<file path="src/rtl/dt_pack.sv">
// Reads the 8-bit distance map back from res RAM, thresholds each pixel and
// packs 16 pixels per word (MSB = first pixel) into the sti-format output RAM.
module dt_pack #(
  parameter int NWORDS  = 1024,
  parameter int DEPTH_W = 14,
  parameter int OADDR_W = 10
) (
  input  logic               clk,
  input  logic               reset,
  input  logic               start,
  input  logic [7:0]         thr,
  output logic               res_rd,
  output logic [DEPTH_W-1:0] res_addr,
  input  logic [7:0]         res_di,
  output logic               out_wr,
  output logic [OADDR_W-1:0] out_addr,
  output logic [15:0]        out_do,
  output logic               busy,
  output logic               done
);

  typedef enum logic [2:0] {
    S_IDLE  = 3'd0,
    S_READ  = 3'd1,
    S_TAIL  = 3'd2,
    S_WRITE = 3'd3,
    S_DONE  = 3'd4
  } state_t;

  localparam logic [OADDR_W-1:0] LAST_WORD = OADDR_W'(NWORDS - 1);
  localparam logic [DEPTH_W-1:0] ADDR_ONE  = DEPTH_W'(1);
  localparam logic [3:0]         LAST_K    = 4'd15;

  state_t               state, state_nx;
  logic [3:0]           k, k_nx;
  logic [OADDR_W-1:0]   word, word_nx;
  logic [7:0]           thr_q, thr_nx;
  logic [15:0]          sh_p1, sh_nx;
  logic                 hit_p0;

  logic                 rd_nx;
  logic [DEPTH_W-1:0]   raddr_nx;
  logic                 wr_nx;
  logic [OADDR_W-1:0]   oaddr_nx;
  logic [15:0]          do_nx;
  logic                 busy_nx;
  logic                 done_nx;

  // A zero threshold is treated as one, so the mask never includes background.
  function automatic logic pix_hit(input logic [7:0] d, input logic [7:0] t);
    logic [7:0] te;
    te = (t == 8'd0) ? 8'd1 : t;
    return (d >= te);
  endfunction

  assign hit_p0 = pix_hit(res_di, thr_q);

  always_ff @(posedge clk) begin
    if (reset) begin
      state    <= S_IDLE;
      k        <= 4'd0;
      word     <= '0;
      thr_q    <= 8'd0;
      sh_p1    <= 16'd0;
      res_rd   <= 1'b0;
      res_addr <= '0;
      out_wr   <= 1'b0;
      out_addr <= '0;
      out_do   <= 16'd0;
      busy     <= 1'b0;
      done     <= 1'b0;
    end else begin
      state    <= state_nx;
      k        <= k_nx;
      word     <= word_nx;
      thr_q    <= thr_nx;
      sh_p1    <= sh_nx;
      res_rd   <= rd_nx;
      res_addr <= raddr_nx;
      out_wr   <= wr_nx;
      out_addr <= oaddr_nx;
      out_do   <= do_nx;
      busy     <= busy_nx;
      done     <= done_nx;
    end
  end

  always_comb begin
    state_nx = state;
    case (state)
      S_IDLE:  if (start) state_nx = S_READ;
      S_READ:  if (k == LAST_K) state_nx = S_TAIL;
      S_TAIL:  state_nx = S_WRITE;
      S_WRITE: state_nx = (word == LAST_WORD) ? S_DONE : S_READ;
      S_DONE:  if (start) state_nx = S_READ;
      default: state_nx = S_IDLE;
    endcase
  end

  // Read data lags the strobe by one cycle, so each READ/TAIL cycle shifts in
  // the pixel requested one cycle earlier. The stale sample shifted in on k==0
  // falls off the top after all 16 pixels of the word have been captured.
  always_comb begin
    k_nx     = k;
    word_nx  = word;
    thr_nx   = thr_q;
    sh_nx    = sh_p1;
    rd_nx    = 1'b0;
    raddr_nx = res_addr;
    wr_nx    = 1'b0;
    oaddr_nx = out_addr;
    do_nx    = out_do;
    busy_nx  = busy;
    done_nx  = done;
    case (state)
      S_IDLE, S_DONE: begin
        if (start) begin
          thr_nx   = thr;
          word_nx  = '0;
          k_nx     = 4'd0;
          rd_nx    = 1'b1;
          raddr_nx = '0;
          busy_nx  = 1'b1;
          done_nx  = 1'b0;
        end
      end
      S_READ: begin
        sh_nx = {sh_p1[14:0], hit_p0};
        if (k != LAST_K) begin
          rd_nx    = 1'b1;
          k_nx     = k + 4'd1;
          raddr_nx = res_addr + ADDR_ONE;
        end
      end
      S_TAIL: begin
        sh_nx    = {sh_p1[14:0], hit_p0};
        wr_nx    = 1'b1;
        oaddr_nx = word;
        do_nx    = {sh_p1[14:0], hit_p0};
      end
      S_WRITE: begin
        if (word == LAST_WORD) begin
          busy_nx = 1'b0;
          done_nx = 1'b1;
        end else begin
          word_nx  = word + {{(OADDR_W-1){1'b0}}, 1'b1};
          k_nx     = 4'd0;
          rd_nx    = 1'b1;
          raddr_nx = res_addr + ADDR_ONE;
        end
      end
      default: begin
        busy_nx = 1'b0;
        done_nx = 1'b0;
      end
    endcase
  end

endmodule

</file>
<file path="config.mk">
export PLATFORM = sky130hd
export DESIGN_NAME = dt_pack
export DESIGN_NICKNAME = d
export VERILOG_FILES = /design/src/rtl/dt_pack.sv
export SDC_FILE = /design/constraint.sdc
export NUM_CORES = 1
export LEC_CHECK = 0
export ABC_AREA = 1
export ABC_CLOCK_PERIOD_IN_PS = 1900
export BUFFER_PORTS_ARGS = -buffer_cell sky130_fd_sc_hd__buf_2
export CELL_PAD_IN_SITES_DETAIL_PLACEMENT = 0
export CELL_PAD_IN_SITES_GLOBAL_PLACEMENT = 1
export CORE_MARGIN = 8
export CORE_UTILIZATION = 32
export DETAILED_ROUTE_END_ITERATION = 8
export GPL_TIMING_DRIVEN = 0
export PLACE_DENSITY = 0.67
export SYNTH_ARGS = -nofsm -noshare
export SYNTH_HDL_FRONTEND = slang
export SYNTH_SLANG_ARGS = --single-unit
</file>
<file path="constraint.sdc">
create_clock -name clk -period 1.9 [get_ports clk]
set_input_delay 0.095 -clock clk [delete_from_list [all_inputs] [get_ports clk]]
set_output_delay 0.095 -clock clk [all_outputs]
set_load 0.05 [all_outputs]
</file>
==> run metrics, run 1 <==
status=finished clean; finished layout cell area=4640 um2; Setup Fix Bufs, Post-CTS=0; vias per cell=4.74; clock root buffer=sky130_fd_sc_hd__clkbuf_16; final worst-path cycle share=0.879; setup slack, reg-to-reg=230 ps; antenna violations before repair=0; proportion of synthesized flip-flops having asynchronous set or reset=0; capture endpoint of the worst hold path=thr_q[7]$_SDFFE_PP0P_; Worst Setup End Kind=register; end of the worst register-to-register path=k[3]$_SDFFE_PP0P_; clock latency on the worst-skew pair=340 ps; post-detail-place hpwl=7570 um; proportion of synthesized chip area in sequential cells=0.436; pins over their slew limit=0; die width=126 um; number of synthesized flops with an enable pin=0; Final ANT Viol Nets=0; startpoint of the tightest hold check path=thr[7]; final setup vio count=0; number of global-route vias before repair=3,634; number of synthesis warnings=0; Most used DFF post-synth=sky130_fd_sc_hd__dfxtp_1; GRT overflow=0; RSZ-0062 raised after global routing=false; Top-Level Pins=63; measured slew at the worst slew-check pin=602 ps; category of the worst setup path launch point=register; critical path class=reg2reg; final setup skew=7.94 ps; Nets=646; TritonCTS buffer count=9; mean cell area of the mapped netlist=7.10 um2; total routing usage reported by global routing=0.136; height of the die=126 um; diodes inserted=0; Longest Clk Path Bufs=2; number of unique standard cell types used by synthesis=33; Fin. Hold Viols=0; Achievable Freq=599 MHz; die area=15,800 um2; First DRT Iteration DRCs=206; ratio of total power to cell area=964 nW/um2; critical-path maximum fanout=10; minimum clock period after layout=1670 ps; clock tree from TritonCTS=built; worst slew margin relative to its limit=0.599; Post-Route Hold Slack=24.8 ps; total number of vias=3,635; htree depth=3; final-layout fill cell count=1,266; maximum vdd drop=0.334 mV; Total Neg Setup Slack=0 ps; RePlAce Congestion=0.777; std cell rows=40; type of the tightest min-delay check=in2reg; Area Overhead vs Synth=20.3%; Hold Path Cell Cnt=3; initial core utilization=0.325; PortBufs=61; Avg WL per Cell=13.3 um; final WL=10,200 um; TritonCTS sink count=84; maximum number of pins on one net before global-route repair=14; drt drc=0; Lkg Pwr=0.00204 uW; r2r startpoint=word[1]$_SDFFE_PP0P_; number of nets in the synthesized netlist=573; max_cap viols=0; CP Data Required Time=2140 ps; signal arrival time at the worst endpoint=1910 ps; instance count of the mapped netlist=543; proportion of layout cells with a drive suffix above 1=0.198; Core ar.=11,900 um2; clock slew at the register clock pins of the worst setup and hold paths=60 ps; launch point of the worst path=word[1]$_SDFFE_PP0P_; Worst Setup Slack, final=230 ps; worst slack at placement=150 ps; logic depth of the worst register-to-register path=9; first drt pass iteration count=4; instance area at placement=4340 um2; wire length of the first global-routing pass=17,500 um; Seq cells post-synth=84; netlist area before placement=3850 um2
==> layout make-up <==
type | count | area, um2 | area share
repair buffers | 62 | 315 | 0.0680
well taps | 147 | 184 | 0.0397
inverters | 54 | 204 | 0.0440
flip-flops and latches | 84 | 1680 | 0.363
clock buffers | 10 | 229 | 0.0494
clock inverters | 5 | 53.8 | 0.0116
multi-input cells | 387 | 1880 | 0.405
plain buffers | 18 | 88.8 | 0.0192
==> cells in the mapped netlist (7+ instances only) <==
| library cell | instances | area, um2 |
|---|---|---|
| sky130_fd_sc_hd__inv_1 | 44 | 165 |
| sky130_fd_sc_hd__buf_2 | 8 | 40.0 |
| sky130_fd_sc_hd__inv_2 | 8 | 30.0 |
| sky130_fd_sc_hd__nor2_1 | 77 | 289 |
| sky130_fd_sc_hd__nand3_1 | 33 | 165 |
| sky130_fd_sc_hd__clkbuf_1 | 7 | 26.3 |
| sky130_fd_sc_hd__ha_1 | 11 | 138 |
| sky130_fd_sc_hd__o21ai_0 | 36 | 180 |
| sky130_fd_sc_hd__nand2_1 | 136 | 510 |
| sky130_fd_sc_hd__a21oi_1 | 45 | 225 |
| sky130_fd_sc_hd__a21oi_2 | 8 | 70.1 |
| sky130_fd_sc_hd__dfxtp_1 | 84 | 1680 |
==> state kept, by name, indices dropped and copies added, names as in the netlist <==
register,count
busy,1
done,1
k,4
out_addr,10
out_do,16
out_wr,1
res_addr,14
res_rd,1
sh_p1,15
state,3
thr_q,8
word,10
==> stage by stage <==
stage          std cells  utilization  total power [uW]
2_1_floorplan        543            -              2570
3_3_place_gp         751        0.366              2780
6_report             767        0.391              4470
5_1_grt              767        0.391              4710
3_5_place_dp         751        0.366              2790
4_1_cts              767        0.391              4520
==> cell usage in the layout, fill, tap and decap left out, types with 11 or more instances in the layout <==
master,netlist,layout
sky130_fd_sc_hd__a21oi_1,45,45
sky130_fd_sc_hd__buf_2,8,69
sky130_fd_sc_hd__dfxtp_1,84,83
sky130_fd_sc_hd__ha_1,11,11
sky130_fd_sc_hd__inv_1,44,43
sky130_fd_sc_hd__nand2_1,136,136
sky130_fd_sc_hd__nand3_1,33,33
sky130_fd_sc_hd__nor2_1,77,77
sky130_fd_sc_hd__o21ai_0,36,36
==> repair_timing <==
| item | CTS | global route |
|---|---|---|
| endpoints found under the hold margin | 1 | 0 |
| resized for setup | 0 | 2 |
| hold buffers | 1 | 0 |
| endpoints found under the setup margin | 0 | 5 |
==> per-layer routing <==
layer,vias to the layer above,GRT usage,wire length [um]
li1,1891,-,-
met1,1656,0.164,4870
met2,69,0.220,4610
met3,19,0.0291,424
met4,0,0.0764,297
met5,-,0,0
==> worst max-delay path: stages (launching register included) <==
cell	delay, ps
sky130_fd_sc_hd__dfxtp_1	380
sky130_fd_sc_hd__ha_1	220
sky130_fd_sc_hd__nand2_2	90
sky130_fd_sc_hd__nor2_4	130
sky130_fd_sc_hd__nand3_2	130
sky130_fd_sc_hd__nand2_4	140
sky130_fd_sc_hd__nand2_4	110
sky130_fd_sc_hd__buf_6	180
sky130_fd_sc_hd__o21ai_1	150
sky130_fd_sc_hd__nor2_1	50
==> how the worst max path moves through the flow <==
stage | depth (start not counted) | to | slack [ps]
floorplan | 8 | res_addr[10]$_SDFFE_PP0P_ | 130
global placement | 9 | k[1]$_SDFFE_PP0P_ | 160
detailed placement | 9 | k[1]$_SDFFE_PP0P_ | 150
CTS | 9 | res_addr[11]$_SDFFE_PP0P_ | 140
global route | 10 | word[7]$_SDFFE_PP0P_ | 80
finish | 9 | k[3]$_SDFFE_PP0P_ | 230
==> cells by family (layout without fill, tap and decap cells) <==
| kind of cell | after synthesis | in the layout | share of synthesized area |
|---|---|---|---|
| AND/OR/NAND/NOR | 274 | 274 | 0.306 |
| AO/OA/AOI/OAI | 100 | 100 | 0.142 |
| flip-flops | 84 | 84 | 0.436 |
| buffers and inverters | 72 | 149 | 0.0759 |
| adder cells (fa/ha/maj) | 11 | 11 | 0.0357 |
| XOR/XNOR | 2 | 2 | 0.00454 |
==> where the power goes <==
group	switching, uW	internal (uW)
logic	541	228
clock network	715	1010
registers	89.2	1890
total	1350	3130
No activity file was read; power rests on OpenSTA's default activity.
==> run 2, diff against run 1 <==
==> constraint.sdc (replaced) <==
create_clock -name clk -period 1.9 [get_ports clk]
set_input_delay 0.19 -clock clk [delete_from_list [all_inputs] [get_ports clk]]
set_output_delay 0.19 -clock clk [all_outputs]
set_load 0.05 [all_outputs]
==> run 2 against run 1 <==
Flip-flop and latch count unchanged. Largest cell class unchanged. First-iteration DRC count decreased by 9.7%. Utilization is 0.084 points lower. Clock power hardly changed. Wire length fell by 0.18%. Cell count is 0.13% lower.
==> run metrics, run 2 (synthesis results as in run 1) <==
Avg WL per Cell=13.3 um (about the same); clock slew at the register clock pins of the worst setup and hold paths=60 ps (about the same); status=finished clean; vias per cell=4.74 (about the same); ratio of total power to cell area=966 nW/um2 (+0.18%); global-route met1 utilization=0.164 (unchanged); Longest Clk Path Bufs=2 (unchanged); Achievable Freq=599 MHz (about the same); critical-path maximum fanout=10 (unchanged); post-route core utilization=0.390 (-0.000844); Nets=645 (-0.15%); leading cell type in the layout, fill and taps excluded=sky130_fd_sc_hd__nand2_1; Largest register FFs=16 (unchanged); signal arrival time at the worst endpoint=1910 ps (about the same); final setup vio count=0 (unchanged); First DRT Iteration DRCs=186 (-9.7%); critical path class=reg2reg; total routing usage reported by global routing=0.136 (unchanged); height of the die=126 um (unchanged); final setup skew=7.98 ps (+0.0426 ps); Most flops, register=out_do; register area=1680 um2 (unchanged); final-layout fill cell count=1,267 (+0.079%); peak-usage layer in the global routing report=met2; first drt pass iteration count=4 (unchanged); Core ar.=11,900 um2 (unchanged); RePlAce Congestion=0.777 (unchanged); Total Neg Setup Slack=0 ps (unchanged); Final ANT Viol Nets=0 (unchanged); post-detail-place hpwl=7570 um (unchanged); power consumption=4470 uW (about the same); most frequent cells in the layout=136 x sky130_fd_sc_hd__nand2_1, 83 x sky130_fd_sc_hd__dfxtp_1, 77 x sky130_fd_sc_hd__nor2_1; TritonCTS buffer count=9 (unchanged); total number of vias=3,633 (-0.055%); PortBufs=61 (unchanged); Top-Level Pins=63 (unchanged); met3 GRT Util=0.0291 (unchanged); Worst Setup Slack, final=230 ps (+0.185 ps); maximum number of pins on one net before global-route repair=14 (unchanged); Fin. Hold Viols=0 (unchanged); TritonCTS sink count=84 (unchanged); RSZ-0062 raised after global routing=false; max_cap viols=0 (unchanged); final worst-path cycle share=0.879 (about the same); drt drc=0 (unchanged); maximum vdd drop=0.333 mV (-0.15%); Area Overhead vs Synth=20.1%; die width=126 um (unchanged); worst slew margin relative to its limit=0.602 (+0.00352); antenna violations before repair=0 (unchanged); type of the tightest min-delay check=in2reg; diodes inserted=0 (unchanged); GRT overflow=0 (unchanged); minimum clock period after layout=1670 ps (-0.185 ps); clock root buffer=sky130_fd_sc_hd__clkbuf_16; clock latency on the worst-skew pair=340 ps (about the same); initial core utilization=0.325 (unchanged); clock tree from TritonCTS=built; measured slew at the worst slew-check pin=597 ps (-5.28 ps); wire length of the first global-routing pass=17,500 um (unchanged); area of the multi-input gates=1880 um2 (unchanged); pins over their slew limit=0 (unchanged); category of the worst setup path launch point=register; Worst Setup End Kind=register; CP Data Required Time=2140 ps (about the same); largest registers=out_do (16), sh_p1 (15), res_addr (14); std cell rows=40 (unchanged); die area=15,800 um2 (unchanged); final WL=10,200 um (-0.18%); Lkg Pwr=0.00203 uW (-0.21%); htree depth=3 (unchanged); non-filler instance count after layout=766 (-0.13%); worst slack at placement=150 ps (unchanged); proportion of layout cells with a drive suffix above 1=0.199 (+0.000320); number of global-route vias before repair=3,634 (unchanged); met2 demand-to-capacity share in global routing=0.220 (unchanged); number of placed instances with taps included=751 (unchanged)
[run 2: stage by stage]
step	hold WS, ps	area, um2
after global routing	108	4630
after global placement	436	4340
after CTS	89.6	4630
after floorplan	325	3850
after detailed placement	437	4340
final	93.8	4630
[run 2: critical path, cell delays in order (launching register included)]
cell and delay [ps]:
sky130_fd_sc_hd__dfxtp_1 380, sky130_fd_sc_hd__ha_1 220, sky130_fd_sc_hd__nand2_2 90, sky130_fd_sc_hd__nor2_4 130
sky130_fd_sc_hd__nand3_2 130, sky130_fd_sc_hd__nand2_4 140, sky130_fd_sc_hd__nand2_4 110, sky130_fd_sc_hd__buf_6 180
sky130_fd_sc_hd__o21ai_1 150, sky130_fd_sc_hd__nor2_1 50
[run 2: report_power, final]
group | switching [uW] | leakage [uW] | internal (uW)
Combinational | 541 | 0.00121 | 227
Clock | 716 | 0.000142 | 1010
Sequential | 89.2 | 0.000684 | 1890
[run 2: final cells by class]
cell class              instances  share of cell area
clock inverters                 5              0.0116
plain buffers                  18              0.0192
inverters                      54              0.0441
well taps                     147              0.0397
multi-input cells             387               0.406
repair buffers                 61              0.0660
flip-flops and latches         84               0.364
clock buffers                  10              0.0495
[run 2: timing repair]
action,CTS,global route
endpoints found under the setup margin,0,5
hold buffers,0,0
resized for setup,0,2
setup buffers,0,0
[run 2: path summary, 6_finish.rpt]
path                              endpoint  slack, ps  cells past startpoint                     start
setup / recovery         k[3]$_SDFFE_PP0P_        230                      9      word[1]$_SDFFE_PP0P_
hold / removal       thr_q[0]$_SDFFE_PP0P_         90                      3                    thr[0]
setup reg to reg         k[3]$_SDFFE_PP0P_        230                      9      word[1]$_SDFFE_PP0P_
hold reg to reg   out_addr[6]$_SDFFE_PP0P_        460                      2  out_addr[6]$_SDFFE_PP0P_
[run 2: routing by layer]
layer / up-vias / wire length [um]
met5: - / 0
met4: 0 / 297
met3: 19 / 430
met2: 74 / 4600
met1: 1651 / 4850
li1: 1889 / -
==> run 3, diff against run 2 <==
==> config.mk (replaced) <==
export PLATFORM = sky130hd
export DESIGN_NAME = dt_pack
export DESIGN_NICKNAME = d
export VERILOG_FILES = /design/src/rtl/dt_pack.sv
export SDC_FILE = /design/constraint.sdc
export NUM_CORES = 1
export LEC_CHECK = 0
export ABC_AREA = 1
export ABC_CLOCK_PERIOD_IN_PS = 1900
export BUFFER_PORTS_ARGS = -buffer_cell sky130_fd_sc_hd__buf_2
export CELL_PAD_IN_SITES_DETAIL_PLACEMENT = 1
export CELL_PAD_IN_SITES_GLOBAL_PLACEMENT = 2
export CORE_MARGIN = 8
export CORE_UTILIZATION = 31
export DETAILED_ROUTE_END_ITERATION = 8
export GPL_TIMING_DRIVEN = 0
export PLACE_DENSITY = 0.8
export SYNTH_ARGS = -nofsm -noshare
export SYNTH_HDL_FRONTEND = slang
export SYNTH_SLANG_ARGS = --single-unit
==> run 3 against run 2 <==
Critical endpoint unchanged. Wire length is 11% higher. Combinational power is 2.7% higher. Critical path type unchanged. Clock-buffer cell count is 1 lower. First-iteration DRC count is 47% lower.
==> run metrics, run 3 (synthesis results as in run 1) <==
Most flops, register=out_do; std cell rows=40 (unchanged); Setup Fix Bufs, Post-CTS=0 (unchanged); diodes inserted=0 (unchanged); Fin. Hold Viols=0 (unchanged); final worst-path cycle share=0.915 (+0.0366); clock latency on the worst-skew pair=350 ps (about the same); final setup vio count=0 (unchanged); ratio of total power to cell area=1020 nW/um2 (+6.1%); post-detail-place hpwl=8550 um (+13%); PortBufs=61 (unchanged); proportion of layout cells with a drive suffix above 1=0.200 (+0.00129); final WL=11,300 um (+11%); pins over their slew limit=0 (unchanged); Achievable Freq=575 MHz (-4.0%); category of the worst setup path launch point=register; critical path, cell by cell=ha_1, nand2_2, nor2_4, nand3_2, nand2_4, nand2_4, buf_6, o21ai_1, nor2_1; clock tree from TritonCTS=built; clock root buffer=sky130_fd_sc_hd__clkbuf_16; RSZ-0062 raised after global routing=false; measured slew at the worst slew-check pin=610 ps (+13.0 ps); largest registers=out_do (16), sh_p1 (15), res_addr (14); height of the die=128 um (+1.4%); First DRT Iteration DRCs=99 (-47%); most frequent cells in the layout=136 x sky130_fd_sc_hd__nand2_1, 84 x sky130_fd_sc_hd__dfxtp_1, 77 x sky130_fd_sc_hd__nor2_1; initial core utilization=0.320 (-0.00539); startpoint of the tightest hold check path=thr[0]; RePlAce Congestion=0.825 (+6.2%); signal arrival time at the worst endpoint=1990 ps (+80 ps); Core ar.=12,100 um2 (+1.7%); TritonCTS buffer count=9 (unchanged); type of the tightest min-delay check=in2reg; htree depth=3 (unchanged); Hold Path Cell Cnt=3 (unchanged); maximum number of pins on one net before global-route repair=16 (+2); Worst Setup End Kind=register; antenna violations before repair=0 (unchanged); die area=16,300 um2 (+2.8%); drt drc=0 (unchanged); worst slew margin relative to its limit=0.594 (-0.00865); final setup skew=5.63 ps (-2.35 ps); cell occurring most often along the worst timing path=sky130_fd_sc_hd__nand2_4; total routing usage reported by global routing=0.145 (+0.00972); Area Overhead vs Synth=22.4%; number of placed instances with taps included=772 (+2.8%); Total Neg Setup Slack=0 ps (unchanged); critical-path maximum fanout=10 (unchanged); capture endpoint of the worst hold path=thr_q[0]$_SDFFE_PP0P_; status=finished clean; GRT overflow=0 (unchanged); critical path's largest stage delay=440 ps (+60 ps); first drt pass iteration count=4 (unchanged); end of the worst register-to-register path=k[3]$_SDFFE_PP0P_; setup slack, reg-to-reg=160 ps (-70 ps); total number of vias=3,718 (+2.3%); Final ANT Viol Nets=0 (unchanged); logic depth of the worst register-to-register path=9 (unchanged); non-filler instance count after layout=788 (+2.9%); hold buffers post-CTS=0 (unchanged); wire length of the first global-routing pass=18,900 um (+8.3%); maximum vdd drop=0.443 mV (+33%); Largest register FFs=16 (unchanged); Nets=645 (unchanged); Longest Clk Path Bufs=2 (unchanged); slowest cell on the critical path=sky130_fd_sc_hd__dfxtp_1; leading cell type in the layout, fill and taps excluded=sky130_fd_sc_hd__nand2_1; Avg WL per Cell=14.3 um (+7.5%); minimum clock period after layout=1740 ps (+69.5 ps); TritonCTS sink count=84 (unchanged); critical path class=reg2reg; CP Data Required Time=2150 ps (about the same); number of global-route vias before repair=3,826 (+5.3%); Lkg Pwr=0.00205 uW (+1.0%); Top-Level Pins=63 (unchanged); r2r startpoint=word[0]$_SDFFE_PP0P_; clock slew at the register clock pins of the worst setup and hold paths=70 ps (about the same); vias per cell=4.72 (-0.52%); max_cap viols=0 (unchanged); die width=128 um (+1.4%)
==> run 3: changes by cell type in the layout (fill, tap and decap cells not counted) <==
cell,delta
sky130_fd_sc_hd__inv_6,+2
sky130_fd_sc_hd__clkinv_2,-3
sky130_fd_sc_hd__clkinvlp_4,+2
sky130_fd_sc_hd__dfxtp_1,+1
sky130_fd_sc_hd__clkinv_4,-1
sky130_fd_sc_hd__bufinv_16,+2
sky130_fd_sc_hd__dfxtp_2,-1
sky130_fd_sc_hd__clkbuf_1,-1
==> run 3: routing by layer <==
metal | GRT usage | up-vias | routed length [um]
li1 | - | 1889 | -
met1 | 0.175 | 1763 | 5320
met2 | 0.244 | 55 | 5340
met3 | 0.0387 | 11 | 416
met4 | 0.0525 | 0 | 174
met5 | 0 | - | 0
==> run 3: critical path: cells and delay by family, from the launching register on <==
kind	cells	cell delay (ps)
buffers and inverters	1	180
adders and majority gates	1	240
AOI/OAI and AO/OA	1	140
DFF	1	440
and+or+nand+nor	6	620
==> run 3: power by group <==
group          switching (uW)  internal [uW]  total, uW
sequential               92.6           1890       1980
clock                     769           1290       2060
combinational             560            228        789
==> run 3: cell type report <==
type                       count  area (um2)
inverter                      54         204
tap                          168         210
sequential                    84        1680
clock buffer                   9         225
fill                        1537        7340
multi-input combinational    387        1880
buffer                        18        88.8
clock inverter                 7         123
timing repair buffer          61         305
==> run 3: worst max-delay path by stage <==
stage	startpoint	end	slack (ps)
global placement	word[0]$_SDFFE_PP0P_	k[1]$_SDFFE_PP0P_	160
detailed placement	word[0]$_SDFFE_PP0P_	k[1]$_SDFFE_PP0P_	150
floorplan	res_addr[0]$_SDFFE_PP0P_	res_addr[10]$_SDFFE_PP0P_	130
finish	word[0]$_SDFFE_PP0P_	k[3]$_SDFFE_PP0P_	160
global route	thr_q[6]$_SDFFE_PP0P_	sh_p1[0]$_SDFFE_PP0P_	20
CTS	word[0]$_SDFFE_PP0P_	k[1]$_SDFFE_PP0P_	140
==> run 3: stage by stage <==
| step | hold WS [ps] | total power [uW] | utilization | cell area, um2 | worst slack [ps] |
|---|---|---|---|---|---|
| finish | 74.5 | 4830 | 0.391 | 4720 | 161 |
| floorplan | 325 | 2570 | - | 3850 | 131 |
| detailed placement | 429 | 2820 | 0.362 | 4370 | 146 |
| global route | 78.1 | 5090 | 0.391 | 4720 | 19.4 |
| global placement | 421 | 2790 | 0.362 | 4370 | 156 |
| CTS | 63.6 | 4910 | 0.391 | 4720 | 135 |
==> run 3: timing repair <==
item | 4_1_cts | 5_1_grt
resized for setup | 0 | 1
hold endpoints to repair | 0 | 0
endpoints found under the setup margin | 0 | 1
